[config.mk]
export PLATFORM = sky130hd
export DESIGN_NAME = decoder_scan_ctrl
export DESIGN_NICKNAME = d
export VERILOG_FILES = /design/src/rtl/decoder_scan_ctrl.sv
export SDC_FILE = /design/constraint.sdc
export NUM_CORES = 1
export LEC_CHECK = 0
export ABC_CLOCK_PERIOD_IN_PS = 1810
export CORE_MARGIN = 4
export CORE_UTILIZATION = 35
export CTS_BUF_LIST = sky130_fd_sc_hd__clkbuf_8
export CTS_CLUSTER_SIZE = 28
export DETAILED_ROUTE_END_ITERATION = 7
export GPL_ROUTABILITY_DRIVEN = 0
export MAX_ROUTING_LAYER = met4
export PLACE_DENSITY = 0.66
export REMOVE_ABC_BUFFERS = 1
export SLEW_MARGIN = 20
export SYNTH_ARGS = -nofsm -noshare
export SYNTH_HDL_FRONTEND = slang
export SYNTH_SLANG_ARGS = --single-unit
[constraint.sdc]
create_clock -name clk -period 1.81 [get_ports clk]
set_input_delay 0.4525 -clock clk [delete_from_list [all_inputs] [get_ports clk]]
set_output_delay 0.4525 -clock clk [all_outputs]
set_load 0.005 [all_outputs]
[src/rtl/decoder_scan_ctrl.sv]
// rtl/decoder_scan_ctrl.sv - channel scan sequencer driving decoder_nbit a/enable
// Steps a through a latched range with programmable dwell and a one-cycle enable-low gap.
module decoder_scan_ctrl #(
  parameter int N       = 3,
  parameter int DWELL_W = 8
) (
  input  logic               clk,
  input  logic               reset,
  input  logic               start,
  input  logic               stop,
  input  logic               continuous,
  input  logic [DWELL_W-1:0] dwell,
  input  logic [N-1:0]       first,
  input  logic [N-1:0]       last,
  output logic [N-1:0]       a,
  output logic               enable,
  output logic               busy,
  output logic               done,
  output logic               wrap
);

  typedef enum logic [1:0] {IDLE, ACTIVE, GAP} state_t;

  localparam logic [N-1:0]       A_ONE   = N'(1);
  localparam logic [DWELL_W-1:0] CNT_ONE = DWELL_W'(1);

  state_t             state, nxt_state;
  logic [DWELL_W-1:0] cnt, nxt_cnt;
  logic [N-1:0]       nxt_a;
  logic               nxt_done, nxt_wrap, latch;

  logic [N-1:0]       first_q, last_q;
  logic [DWELL_W-1:0] dwell_q;
  logic               continuous_q;

  always_ff @(posedge clk) begin
    if (reset) begin
      state        <= IDLE;
      cnt          <= '0;
      a            <= '0;
      enable       <= 1'b0;
      busy         <= 1'b0;
      done         <= 1'b0;
      wrap         <= 1'b0;
      first_q      <= '0;
      last_q       <= '0;
      dwell_q      <= '0;
      continuous_q <= 1'b0;
    end else begin
      state  <= nxt_state;
      cnt    <= nxt_cnt;
      a      <= nxt_a;
      // Outputs are registered views of the state being entered.
      enable <= (nxt_state == ACTIVE);
      busy   <= (nxt_state != IDLE);
      done   <= nxt_done;
      wrap   <= nxt_wrap;
      if (latch) begin
        first_q      <= first;
        last_q       <= last;
        dwell_q      <= dwell;
        continuous_q <= continuous;
      end
    end
  end

  always_comb begin
    nxt_state = state;
    nxt_cnt   = cnt;
    nxt_a     = a;
    nxt_done  = 1'b0;
    nxt_wrap  = 1'b0;
    latch     = 1'b0;
    case (state)
      IDLE: begin
        if (start && !stop) begin
          latch     = 1'b1;
          nxt_a     = first;
          nxt_cnt   = dwell;
          nxt_state = ACTIVE;
        end
      end
      ACTIVE: begin
        if (stop) begin
          nxt_state = IDLE;
        end else if (cnt == '0) begin
          nxt_state = GAP;
        end else begin
          nxt_cnt = cnt - CNT_ONE;
        end
      end
      GAP: begin
        // a only moves here, so the decoder never sees a new index while enabled.
        if (stop) begin
          nxt_state = IDLE;
        end else if (a != last_q) begin
          nxt_a     = a + A_ONE;
          nxt_cnt   = dwell_q;
          nxt_state = ACTIVE;
        end else if (continuous_q) begin
          nxt_a     = first_q;
          nxt_cnt   = dwell_q;
          nxt_wrap  = 1'b1;
          nxt_state = ACTIVE;
        end else begin
          nxt_done  = 1'b1;
          nxt_state = IDLE;
        end
      end
      default: nxt_state = IDLE;
    endcase
  end

endmodule

# ---- After elaboration in Yosys (flattened, before gate mapping)
# Cells that the tools add are included.
# W data, S select, Z words.
dict set report totals {
  reg_bits 32
  input_bits 19
  out_inout_bits 7
  wordCells 56
}
dict set report classes {
  add_sub_neg 2
  n_eq_ne 9
  muxes 23
  n_bitwise 1
  reduce_logical 10
}
# operator n
set ops {}
lappend ops {{$mux W8} 6}
lappend ops {{$pmux W8 S3} 1}
lappend ops {{$mux W3} 4}
lappend ops {{$logic_not A8 Y1} 1}
lappend ops {{$ne A2 B2 Y1 const B} 4}
lappend ops {{$sub A8 B1 Y8 const B} 1}
lappend ops {{$mux W1} 7}
lappend ops {{$mux W2} 3}
lappend ops {{$pmux W2 S3} 1}
lappend ops {{$pmux W3 S2} 1}
lappend ops {{$reduce_and A6 Y1} 1}
lappend ops {{$eq A2 B1 Y1 const B} 2}
lappend ops {{$reduce_and A4 Y1} 1}
lappend ops {{$reduce_bool A2 Y1} 2}
lappend ops {{$reduce_or A4 Y1} 1}
lappend ops {{$add A3 B1 Y3 const B} 1}
lappend ops {{$ne A3 B3 Y1} 1}
lappend ops {{$ne A3 B3 Y1 const B} 1}
lappend ops {{$reduce_bool A3 Y1} 1}
lappend ops {{$eq A2 B2 Y1 const B} 1}
lappend ops {{$logic_not A2 Y1} 1}
lappend ops {{$logic_and A1 B1 Y1} 1}
lappend ops {{$logic_not A1 Y1} 1}
lappend ops {{$not A1 Y1} 1}

# ---- Depth between registers and ports, before layout
# Gate-level depths: netlist of the first run.
dict set report depth {
  ltp_word 5
  depth_mapped 8
}

# ---- Worst setup path after synthesis of the first run
# Ideal clock, no wire load.
dict set report synth_path {
  path_type {reg-to-reg}
  startpoint {register state[0]}
  endpoint {register cnt[5]}
  setup_ns 0.096
  arrival_time_ns 1.828
  setup_slack_ns -0.114
  stages_incl_launch_ff 9
  path_buffers 2
  cell_sequence {dfxtp_1 inv_1 ha_1 buf_2 nor3_1 o31ai_1 or3_1 buf_6 o41ai_2}
}
dict set report synth_between {
  elab_chain_cells 3
  word_cells_on_any_way 11
  cone_classes {7 x eq/ne; 1 x mux; 3 x reduce/logical}
}
# item line_no
set synth_rtl {}
lappend synth_rtl {{from (decl)} 27} ;# state_t state, nxt_state;
lappend synth_rtl {{from (signal assigned)} 50} ;# state <= nxt_state;
lappend synth_rtl {{$eq A2 B2 Y1, or another cell as far along} 74} ;# case (state)
lappend synth_rtl {{$ne A3 B3 Y1 (no source line), or another cell as far along} n/a}
lappend synth_rtl {{$reduce_and A6 Y1 (no source line)} n/a}
lappend synth_rtl {{to (signal assigned)} 51} ;# cnt <= nxt_cnt;
lappend synth_rtl {{to (decl)} 28} ;# logic [DWELL_W-1:0] cnt, nxt_cnt;
# Several ways; a longest one is shown, not always the timed one.
# A chain may end at the register's enable or synchronous reset.

# ---- Worst setup path in the final report of the first run
dict set report layout_path {
  startpoint {register state[0]}
  endpoint {register cnt[3]}
}
# The elaborated chain is that of the path after synthesis.

==> results of run 1 <==
## where the power goes
group / leakage [nW] / internal [W] / switching [W] / total (W)
combinational: 0.670 / 0.000372 / 0.000342 / 0.000714
sequential: 0.263 / 0.000767 / 0.0000549 / 0.000822
clock: 0.0645 / 0.000486 / 0.000290 / 0.000776
## layout make-up
class	count	area share (%)
Sequential cell	32	25.3
Clock buffer	7	3.76
Inverter	8	1.37
Clock inverter	1	1.17
Multi-Input combinational cell	169	44.8
Tap cell	67	3.27
Timing Repair Buffer	60	20.3
## critical path: stages, from the launching register on
cell	delay [ns]
dfxtp_4	0.40
inv_4	0.05
ha_4	0.17
nor2b_4	0.13
and4_4	0.20
or3_4	0.45
buf_4	0.17
mux2i_1	0.11
## registers in the layout, indices dropped and copies added, names as in the netlist
| signal | flops |
|---|---|
| busy | 1 |
| done | 1 |
| cnt | 8 |
| dwell_q | 8 |
| enable | 1 |
| wrap | 1 |
| first_q | 3 |
| state | 2 |
| a | 3 |
| continuous_q | 1 |
| last_q | 3 |
## repair_timing
action / in CTS / in global routing
resized for setup: 6 / 20
pin swaps: 1 / 5
buffers inserted: 0 / 2
setup endpoints to repair: 8 / 12
## placed cells by master, fill, tap and decap left out, drive strengths merged, types with 3 or more instances in the layout
| master | synthesis | final |
|---|---|---|
| a211oi | 3 | 3 |
| a21oi | 19 | 19 |
| a311o | 5 | 5 |
| a311oi | 4 | 4 |
| buf | 5 | 35 |
| clkbuf | 6 | 7 |
| clkdlybuf4s50 | 0 | 25 |
| dfxtp | 32 | 32 |
| ha | 7 | 7 |
| inv | 7 | 7 |
| mux2i | 6 | 6 |
| nand2 | 50 | 50 |
| nand2b | 3 | 3 |
| nor2 | 12 | 12 |
| nor2b | 4 | 4 |
| nor3 | 7 | 7 |
| nor4 | 4 | 4 |
| o211ai | 3 | 3 |
| o41ai | 3 | 3 |
| xnor2 | 3 | 3 |
| xor2 | 5 | 5 |
## metal layers
metal	vias to the layer above	global-route usage, %	share of wire (%)	routed length (um)
met5	-	-	0	0
met4	0	7.04	2.2	104
met3	10	3.50	5.3	257
met2	50	24.4	46	2230
met1	816	20.3	46	2220
li1	903	-	-	-
## cell usage after synthesis (2+ instances only)
cell type / count / area, um2
nand2_1: 50 / 188
dfxtp_1: 32 / 641
a21oi_1: 19 / 95.1
nor2_1: 12 / 45.0
ha_1: 7 / 87.6
inv_1: 7 / 26.3
nor3_1: 7 / 35.0
clkbuf_1: 6 / 22.5
mux2i_1: 6 / 60.1
a311o_1: 5 / 50.1
xor2_1: 5 / 43.8
a311oi_1: 4 / 35.0
nor2b_1: 4 / 25.0
nor4_1: 4 / 25.0
a211oi_1: 3 / 22.5
nand2b_1: 3 / 18.8
o211ai_1: 3 / 22.5
xnor2_1: 3 / 26.3
a21boi_0: 2 / 15.0
a31o_2: 2 / 17.5
and3_1: 2 / 12.5
and4_4: 2 / 22.5
buf_1: 2 / 7.51
buf_2: 2 / 10.0
nand3_1: 2 / 10.0
nand3b_1: 2 / 15.0
o31a_1: 2 / 17.5
o41ai_2: 2 / 32.5
## per-stage QoR
| step | util (%) | area (um2) | worst slack, ns |
|---|---|---|---|
| after floorplan | - | 1740 | -0.230 |
| after CTS | 50.7 | 2460 | 0.0196 |
| after detailed placement | 47.8 | 2320 | -0.363 |
| after global routing | 52.8 | 2560 | -0.00408 |
| final | 52.8 | 2560 | 0.0260 |
| after global placement | 47.8 | 2320 | -0.336 |
## logic make-up (layout without fill, tap and decap cells)
kind of cell / Yosys count / count (layout) / synth area share, %
xor gates and xnor gates: 8 / 8 / 3.92
DFF: 32 / 32 / 35.9
and+or+nand+nor: 95 / 95 / 25.3
adders and majority gates: 7 / 7 / 4.90
AOI/OAI and AO/OA: 53 / 53 / 22.1
buffers and inverters: 19 / 76 / 4.55
muxes: 6 / 6 / 3.36
## worst max path at each step
| stage | cells after the start | endpoint | startpoint |
|---|---|---|---|
| 2_1_floorplan | 6 | cnt[5]$_SDFFE_PP0P_ | state[0]$_SDFF_PP0_ |
| 3_3_place_gp | 6 | cnt[6]$_SDFFE_PP0P_ | start |
| 3_5_place_dp | 5 | cnt[7]$_SDFFE_PP0P_ | start |
| 4_1_cts | 7 | cnt[6]$_SDFFE_PP0P_ | state[1]$_SDFF_PP0_ |
| 5_1_grt | 8 | cnt[2]$_SDFFE_PP0P_ | state[1]$_SDFF_PP0_ |
| 6_report | 7 | cnt[3]$_SDFFE_PP0P_ | state[0]$_SDFF_PP0_ |
==> run summary, run 1 <==
router iterations before antenna repair: 4
multi-input logic area: 1150 um2
WP data arrival: 1.96 ns
final setup vio count: 0
WHS Endpoint: dwell_q[4]$_SDFFE_PP0P_
Iter 0 DRT Violations: 106
drt via density: 5.17
element type at the critical path end: register
Critical Path RT: 1.99 ns
layout cells sized above 1: 23.1%
Final ANT Viol Nets: 0
Vias: 1779
count of state elements after synthesis: 32
Critical Path Fanout Max: 6
Total Wirelength: 4820 um
# H-tree levels: 2
status: complete, no violations
synth warn: 0
hold_ws: 0.456 ns
io pins: 26
Hold Path Class: register to register
fin cells: 344
Setup CP Type: register to register
first-pass GRT wire length: 7680 um
area delta synth->final: 43.3%
pwr dens: 903 nW/um2
max-cap violations: 0
worst clock skew: 0.0101 ns
Clock transition at path regs: 0.07 ns
final period utilization: 98.6%
average wire per standard cell: 14.0 um
Min-Delay Path Depth: 2
worst-skew pair later-pin latency: 0.29 ns
Cells after Synth: 220
Setup TNS Final: 0 ns
Port Buf Inserts: 25
Sink Count: 32
initial antenna violation count: 0
Worst setup SP type: register
die footprint: 6310 um2
CTS max path bufs: 2
Leak: 0.998 nW
Peak supply drop: 0.788 mV
largest net degree at the start of global routing: 16
Overall Power: 0.00231 W
nets@finish: 302
placed cells: 334
Core ar.: 4850 um2
FF-to-FF setup slack: 0.03 ns
cts hold-fix bufs: 0
asr flop ratio synth: 0%
post-DP HPWL: 3330 um
Worst Tran Pin Value: 0.521 ns
Relative slew margins: 65.0%
Worst R2R Path Depth: 7
count of pins over their slew limit: 0
Die Span Y: 79.5 um
Fillers: 453
min cycle time layout: 1.78 ns
Num CTS Buffers: 5
number of flops mapped to enable cells by yosys: 0
worst reg2reg path endpoint: cnt[3]$_SDFFE_PP0P_
gr ovfl total: 0
DRC errors left: 0
# diodes: 0
vias in the first global route: 1669
Max Fclk: 0.561 GHz
FF/Latch Area: 648 um2
final hold violations: 0
CTS tree: built
starting density of the core: 36.9%
GRT Total Usage: 16.0%
Die Wd: 79.5 um
# rows: 25
Top FF cell, synth: dfxtp_1
post-synthesis sequential area ratio: 35.9%
worst hold start: dwell_q[4]$_SDFFE_PP0P_
reg2reg start: state[0]$_SDFF_PP0_
Root Buffer: clkbuf_8
Netlist cell types: 48
syn avg cell area: 8.12 um2
Mapped Area: 1790 um2
Power figures use the tool's default switching activity.
==> run 2: changes to the inputs <==
--- a/config.mk
+++ b/config.mk
@@ -5,7 +5,7 @@
 export SDC_FILE = /design/constraint.sdc
 export NUM_CORES = 1
 export LEC_CHECK = 0
-export ABC_CLOCK_PERIOD_IN_PS = 1810
+export ABC_CLOCK_PERIOD_IN_PS = 1700
 export CORE_MARGIN = 4
 export CORE_UTILIZATION = 35
 export CTS_BUF_LIST = sky130_fd_sc_hd__clkbuf_8
@@ -13,7 +13,7 @@
 export DETAILED_ROUTE_END_ITERATION = 7
 export GPL_ROUTABILITY_DRIVEN = 0
 export MAX_ROUTING_LAYER = met4
-export PLACE_DENSITY = 0.66
+export PLACE_DENSITY = 0.63
 export REMOVE_ABC_BUFFERS = 1
 export SLEW_MARGIN = 20
 export SYNTH_ARGS = -nofsm -noshare
==> constraint.sdc (replaced) <==
create_clock -name clk -period 1.7 [get_ports clk]
set_input_delay 0.425 -clock clk [delete_from_list [all_inputs] [get_ports clk]]
set_output_delay 0.425 -clock clk [all_outputs]
set_load 0.005 [all_outputs]
==> run summary, run 2 (same netlist as run 1, synthesis figures left out) <==
status: finished, violations left (was complete, no violations)
violated checks: negative setup slack
post-DP HPWL: 3600 um (was 3330 um)
Critical Path RT: 1.88 ns (was 1.99 ns)
max-cap violations: 0 (unchanged)
pwr dens: 878 nW/um2 (was 903 nW/um2)
count of pins over their slew limit: 0 (unchanged)
CTS max path bufs: 2 (unchanged)
initial antenna violation count: 0 (unchanged)
WP data arrival: 1.90 ns (was 1.96 ns)
largest registers: cnt (8), dwell_q (8) (unchanged)
first-pass GRT wire length: 8120 um (was 7680 um)
Worst Tran Pin Value: 0.366 ns (was 0.521 ns)
dpl cell area: 2410 um2 (was 2320 um2)
GRT Total Usage: 16.6% (was 16.0%)
Max Fclk: 0.581 GHz (was 0.561 GHz)
post-route cell area: 2680 um2 (was 2560 um2)
fin cells: 356 (was 344)
die footprint: 6310 um2 (unchanged)
Total Wirelength: 5030 um (was 4820 um)
placed cells: 345 (was 334)
final period utilization: 101% (was 98.6%)
DRC errors left: 0 (unchanged)
worst-skew pair later-pin latency: 0.29 ns (about the same)
cts hold-fix bufs: 0 (unchanged)
min cycle time layout: 1.72 ns (was 1.78 ns)
Core ar.: 4850 um2 (unchanged)
Hold Path Class: register to register (unchanged)
io pins: 26 (unchanged)
worst clock skew: 0.00563 ns (was 0.0101 ns)
final hold violations: 0 (unchanged)
Final ANT Viol Nets: 0 (unchanged)
commonest non-fill, non-tap cell in the layout: nand2_1 (unchanged)
Root Buffer: clkbuf_8 (unchanged)
Setup TNS Final: -0.0209 ns (was 0 ns)
element type at the critical path end: register (unchanged)
largest net degree at the start of global routing: 14 (was 16)
Overall Power: 0.00235 W (was 0.00231 W)
# diodes: 0 (unchanged)
Die Span Y: 79.5 um (unchanged)
Peak supply drop: 0.627 mV (was 0.788 mV)
Iter 0 DRT Violations: 80 (was 106)
Setup CP Type: register to register (unchanged)
average wire per standard cell: 14.1 um (was 14.0 um)
Worst setup SP type: register (unchanged)
# H-tree levels: 2 (unchanged)
CTS tree: built (unchanged)
layout cells sized above 1: 30.4% (was 23.1%)
area delta synth->final: 50.1% (was 43.3%)
highest-count cells in the layout ignoring fill and taps: nand2_1, buf_4, dfxtp_1 (unchanged)
Critical Path Fanout Max: 5 (was 6)
gr ovfl total: 0 (unchanged)
vias in the first global route: 1744 (was 1669)
router iterations before antenna repair: 4 (unchanged)
Relative slew margins: 75.3% (was 65.0%)
Leak: 1.10 nW (was 0.998 nW)
Port Buf Inserts: 25 (unchanged)
final setup vio count: 1 (was 0)
RSZ-0062 raised after global routing: yes
# rows: 25 (unchanged)
Num CTS Buffers: 5 (unchanged)
Place WS: -0.422 ns (was -0.363 ns)
Setup WS post-layout: -0.0209 ns (was 0.0260 ns)
starting density of the core: 36.9% (unchanged)
drt via density: 5.17 (about the same)
Clock transition at path regs: 0.07 ns (about the same)
Sink Count: 32 (unchanged)
Die Wd: 79.5 um (unchanged)
Vias: 1839 (was 1779)
nets@finish: 314 (was 302)
Fillers: 458 (was 453)
[run 2: cell types whose count changed in the layout (fill, tap and decap cells not counted), sizes merged]
cell,before,now
bufinv,1,0
clkdlybuf4s50,25,20
dlygate4sd2,0,2
clkinv,1,3
clkbuf,7,6
dlymetal6s2s,0,3
buf,35,47
[run 2: per-layer routing]
layer	vias to the layer above	wire length [um]	GRT usage (%)	share of wire (%)
met3	3	258	3.72	5.1
li1	928	-	-	-
met5	-	0	-	0
met2	44	2580	28.4	51
met4	0	15	3.95	0.30
met1	864	2180	19.9	43
[run 2: worst paths after layout]
path	endpoint	cells after the start	from	slack [ns]
worst max-delay path	cnt[2]$_SDFFE_PP0P_	7	state[0]$_SDFF_PP0_	-0.02
worst min-delay path	dwell_q[2]$_SDFFE_PP0P_	2	dwell_q[2]$_SDFFE_PP0P_	0.45
worst max register to register	cnt[2]$_SDFFE_PP0P_	7	state[0]$_SDFF_PP0_	-0.02
worst min register to register	dwell_q[2]$_SDFFE_PP0P_	2	dwell_q[2]$_SDFFE_PP0P_	0.45
[run 2: cell type report]
class                      instances  area [um2]  area share (%)
timing repair buffer              72         628            23.4
multi-input combinational        169        1190            44.4
clock inverter                     2        10.0           0.373
clock buffer                       6        82.6            3.08
sequential                        32         653            24.4
inverter                           8        32.5            1.21
tap                               67        83.8            3.13
[run 2: repair_timing]
action / CTS / global route
endpoints found under the setup margin: 11 / 14
pin swaps: 3 / 4
buffers inserted: 3 / 0
gates resized for setup: 23 / 20
[run 2: through the flow]
stage          utilization, %  hold slack (ns)
2_1_floorplan               -            0.425
3_3_place_gp             49.8            0.442
3_5_place_dp             49.8            0.447
4_1_cts                  53.4            0.457
5_1_grt                  55.3            0.473
6_report                 55.3            0.454
[run 2: power by group]
group          internal [W]  switching, W
clock              0.000324      0.000316
combinational      0.000448      0.000401
sequential         0.000818     0.0000475
total               0.00159      0.000764
[run 2: worst max-delay path, stage by stage (launching register included)]
cell and delay, ns:
dfxtp_4 0.37, inv_2 0.05, ha_4 0.17, nor3_4 0.21, o31ai_2 0.09, or3_4 0.41, buf_6 0.15, mux2i_2 0.14
==> run 3: changes to the inputs <==
--- a/config.mk
+++ b/config.mk
@@ -5,7 +5,7 @@
 export SDC_FILE = /design/constraint.sdc
 export NUM_CORES = 1
 export LEC_CHECK = 0
-export ABC_CLOCK_PERIOD_IN_PS = 1700
+export ABC_CLOCK_PERIOD_IN_PS = 2120
 export CORE_MARGIN = 4
 export CORE_UTILIZATION = 35
 export CTS_BUF_LIST = sky130_fd_sc_hd__clkbuf_8
@@ -15,6 +15,7 @@
 export MAX_ROUTING_LAYER = met4
 export PLACE_DENSITY = 0.63
 export REMOVE_ABC_BUFFERS = 1
+export SKIP_CTS_REPAIR_TIMING = 1
 export SLEW_MARGIN = 20
 export SYNTH_ARGS = -nofsm -noshare
 export SYNTH_HDL_FRONTEND = slang
==> constraint.sdc (replaced) <==
create_clock -name clk -period 2.12 [get_ports clk]
set_input_delay 0.53 -clock clk [delete_from_list [all_inputs] [get_ports clk]]
set_output_delay 0.53 -clock clk [all_outputs]
set_load 0.005 [all_outputs]
==> run summary, run 3 (same netlist as run 1, synthesis figures left out) <==
nets@finish: 284 (was 314)
die footprint: 6310 um2 (unchanged)
reg2reg start: state[0]$_SDFF_PP0_ (unchanged)
area delta synth->final: 29.2% (was 50.1%)
pwr dens: 779 nW/um2 (was 878 nW/um2)
post-DP HPWL: 3240 um (was 3600 um)
# diodes: 0 (unchanged)
count of pins over their slew limit: 0 (unchanged)
CP cell instances: inv_1, ha_1, nor3_1, o31ai_1, or3_1, buf_4, mux2i_1 (was inv_2, ha_4, nor3_4, o31ai_2, or3_4, buf_6, mux2i_2)
max incr delay on CP: 0.48 ns (was 0.41 ns)
largest net degree at the start of global routing: 16 (was 14)
Critical Path RT: 2.29 ns (was 1.88 ns)
Crit path max-delay family: simple AND/OR/NAND/NOR gates (unchanged)
CTS max path bufs: 2 (unchanged)
post-layout util: 47.6% (was 55.3%)
Vias: 1699 (was 1839)
Num CTS Buffers: 5 (unchanged)
Peak supply drop: 0.503 mV (was 0.627 mV)
CTS tree: built (unchanged)
# rows: 25 (unchanged)
highest-count cells in the layout ignoring fill and taps: nand2_1, dfxtp_1, clkdlybuf4s50_1 (was nand2_1, buf_4, dfxtp_1)
dpl cell area: 2200 um2 (was 2410 um2)
Relative slew margins: 61.2% (was 75.3%)
Place WS: -0.122 ns (was -0.422 ns)
min cycle time layout: 1.96 ns (was 1.72 ns)
post-route cell area: 2310 um2 (was 2680 um2)
final period utilization: 92.3% (was 101%)
drt via density: 5.21 (was 5.17)
Clock transition at path regs: 0.07 ns (about the same)
worst-skew pair later-pin latency: 0.29 ns (about the same)
DRC errors left: 0 (unchanged)
status: complete, no violations (was finished, violations left)
Worst R2R Path Depth: 7 (unchanged)
Worst Tran Pin Value: 0.577 ns (was 0.366 ns)
WHS Endpoint: dwell_q[7]$_SDFFE_PP0P_ (was dwell_q[2]$_SDFFE_PP0P_)
hold_ws: 0.458 ns (was 0.454 ns)
WP data arrival: 2.12 ns (was 1.90 ns)
Leak: 0.873 nW (was 1.10 nW)
critical path's slowest cell: or3_1 (was or3_4)
initial antenna violation count: 0 (unchanged)
vias in the first global route: 1549 (was 1744)
# H-tree levels: 2 (unchanged)
router iterations before antenna repair: 4 (unchanged)
Setup TNS Final: 0 ns (was -0.0209 ns)
largest registers: cnt (8), dwell_q (8) (unchanged)
Total Wirelength: 4460 um (was 5030 um)
Iter 0 DRT Violations: 118 (was 80)
Final ANT Viol Nets: 0 (unchanged)
final hold violations: 0 (unchanged)
Setup CP Type: register to register (unchanged)
gr ovfl total: 0 (unchanged)
first-pass GRT wire length: 7270 um (was 8120 um)
RSZ-0062 raised after global routing: no (was yes)
starting density of the core: 36.9% (unchanged)
FF-to-FF setup slack: 0.16 ns (was -0.02 ns)
Die Span Y: 79.5 um (unchanged)
layout cells sized above 1: 12.4% (was 30.4%)
Hold Path Class: register to register (unchanged)
max-cap violations: 0 (unchanged)
average wire per standard cell: 13.7 um (was 14.1 um)
Max Fclk: 0.511 GHz (was 0.581 GHz)
Port Buf Inserts: 25 (unchanged)
commonest non-fill, non-tap cell in the layout: nand2_1 (unchanged)
Worst setup SP type: register (unchanged)
Setup WS post-layout: 0.164 ns (was -0.0209 ns)
Min-Delay Path Depth: 2 (unchanged)
worst reg2reg path endpoint: cnt[6]$_SDFFE_PP0P_ (was cnt[2]$_SDFFE_PP0P_)
worst hold start: dwell_q[7]$_SDFFE_PP0P_ (was dwell_q[2]$_SDFFE_PP0P_)
final setup vio count: 0 (was 1)
GRT Total Usage: 15.2% (was 16.6%)
Root Buffer: clkbuf_8 (unchanged)
Die Wd: 79.5 um (unchanged)
worst clock skew: 0.00940 ns (was 0.00563 ns)
Core ar.: 4850 um2 (unchanged)
Sink Count: 32 (unchanged)
Critical Path Fanout Max: 5 (unchanged)
io pins: 26 (unchanged)
Buf/Inv on CP: 2 (unchanged)
element type at the critical path end: register (unchanged)
run 3: cell count changes in the layout (fill, tap and decap cells not counted), sizes merged:
cell | before | now
clkbuf | 6 | 5
clkdlybuf4s50 | 20 | 25
clkinvlp | 0 | 1
dlymetal6s2s | 3 | 0
bufinv | 0 | 1
buf | 47 | 17
dlygate4sd2 | 2 | 0
clkinv | 3 | 2
run 3: worst max path at each step:
stage / startpoint / end / slack, ns / cells after the start
after floorplan: state[0]$_SDFF_PP0_ / cnt[5]$_SDFFE_PP0P_ / 0.08 / 6
after global placement: start / cnt[6]$_SDFFE_PP0P_ / -0.11 / 6
after detailed placement: start / cnt[6]$_SDFFE_PP0P_ / -0.12 / 6
after CTS: start / cnt[6]$_SDFFE_PP0P_ / 0.17 / 6
after global routing: state[0]$_SDFF_PP0_ / cnt[2]$_SDFFE_PP0P_ / 0.05 / 7
final: state[0]$_SDFF_PP0_ / cnt[6]$_SDFFE_PP0P_ / 0.16 / 7
run 3: worst min-delay path: cells and delay by family (launching register included):
| kind | cells | cell delay (ns) |
|---|---|---|
| DFF | 1 | 0.31 |
| and+or+nand+nor | 1 | 0.05 |
| AOI/OAI and AO/OA | 1 | 0.05 |
run 3: per-stage QoR:
step / power, W / std cells
after floorplan: 0.00100 / 209
after global placement: 0.00121 / 318
after detailed placement: 0.00122 / 318
after CTS: 0.00181 / 326
after global routing: 0.00190 / 326
final: 0.00180 / 326
run 3: metal layers:
| metal | GRT usage, % | routed length (um) | vias to the layer above |
|---|---|---|---|
| met2 | 22.5 | 2030 | 32 |
| met5 | - | 0 | - |
| li1 | - | - | 870 |
| met4 | 4.64 | 51 | 0 |
| met3 | 3.72 | 195 | 7 |
| met1 | 20.4 | 2180 | 790 |
run 3: layout make-up:
type / count / area [um2]
sequential: 32 / 641
clock inverter: 3 / 42.5
fill: 503 / 2540
multi-input combinational: 169 / 1060
tap: 67 / 83.8
clock buffer: 5 / 68.8
timing repair buffer: 42 / 378
inverter: 8 / 30.0
run 3: report_power, final:
part / leakage [nW] / internal, W / switching, W / total [W]
logic: 0.557 / 0.000246 / 0.000247 / 0.000493
registers: 0.262 / 0.000655 / 0.0000569 / 0.000712
clock network: 0.0541 / 0.000348 / 0.000246 / 0.000594
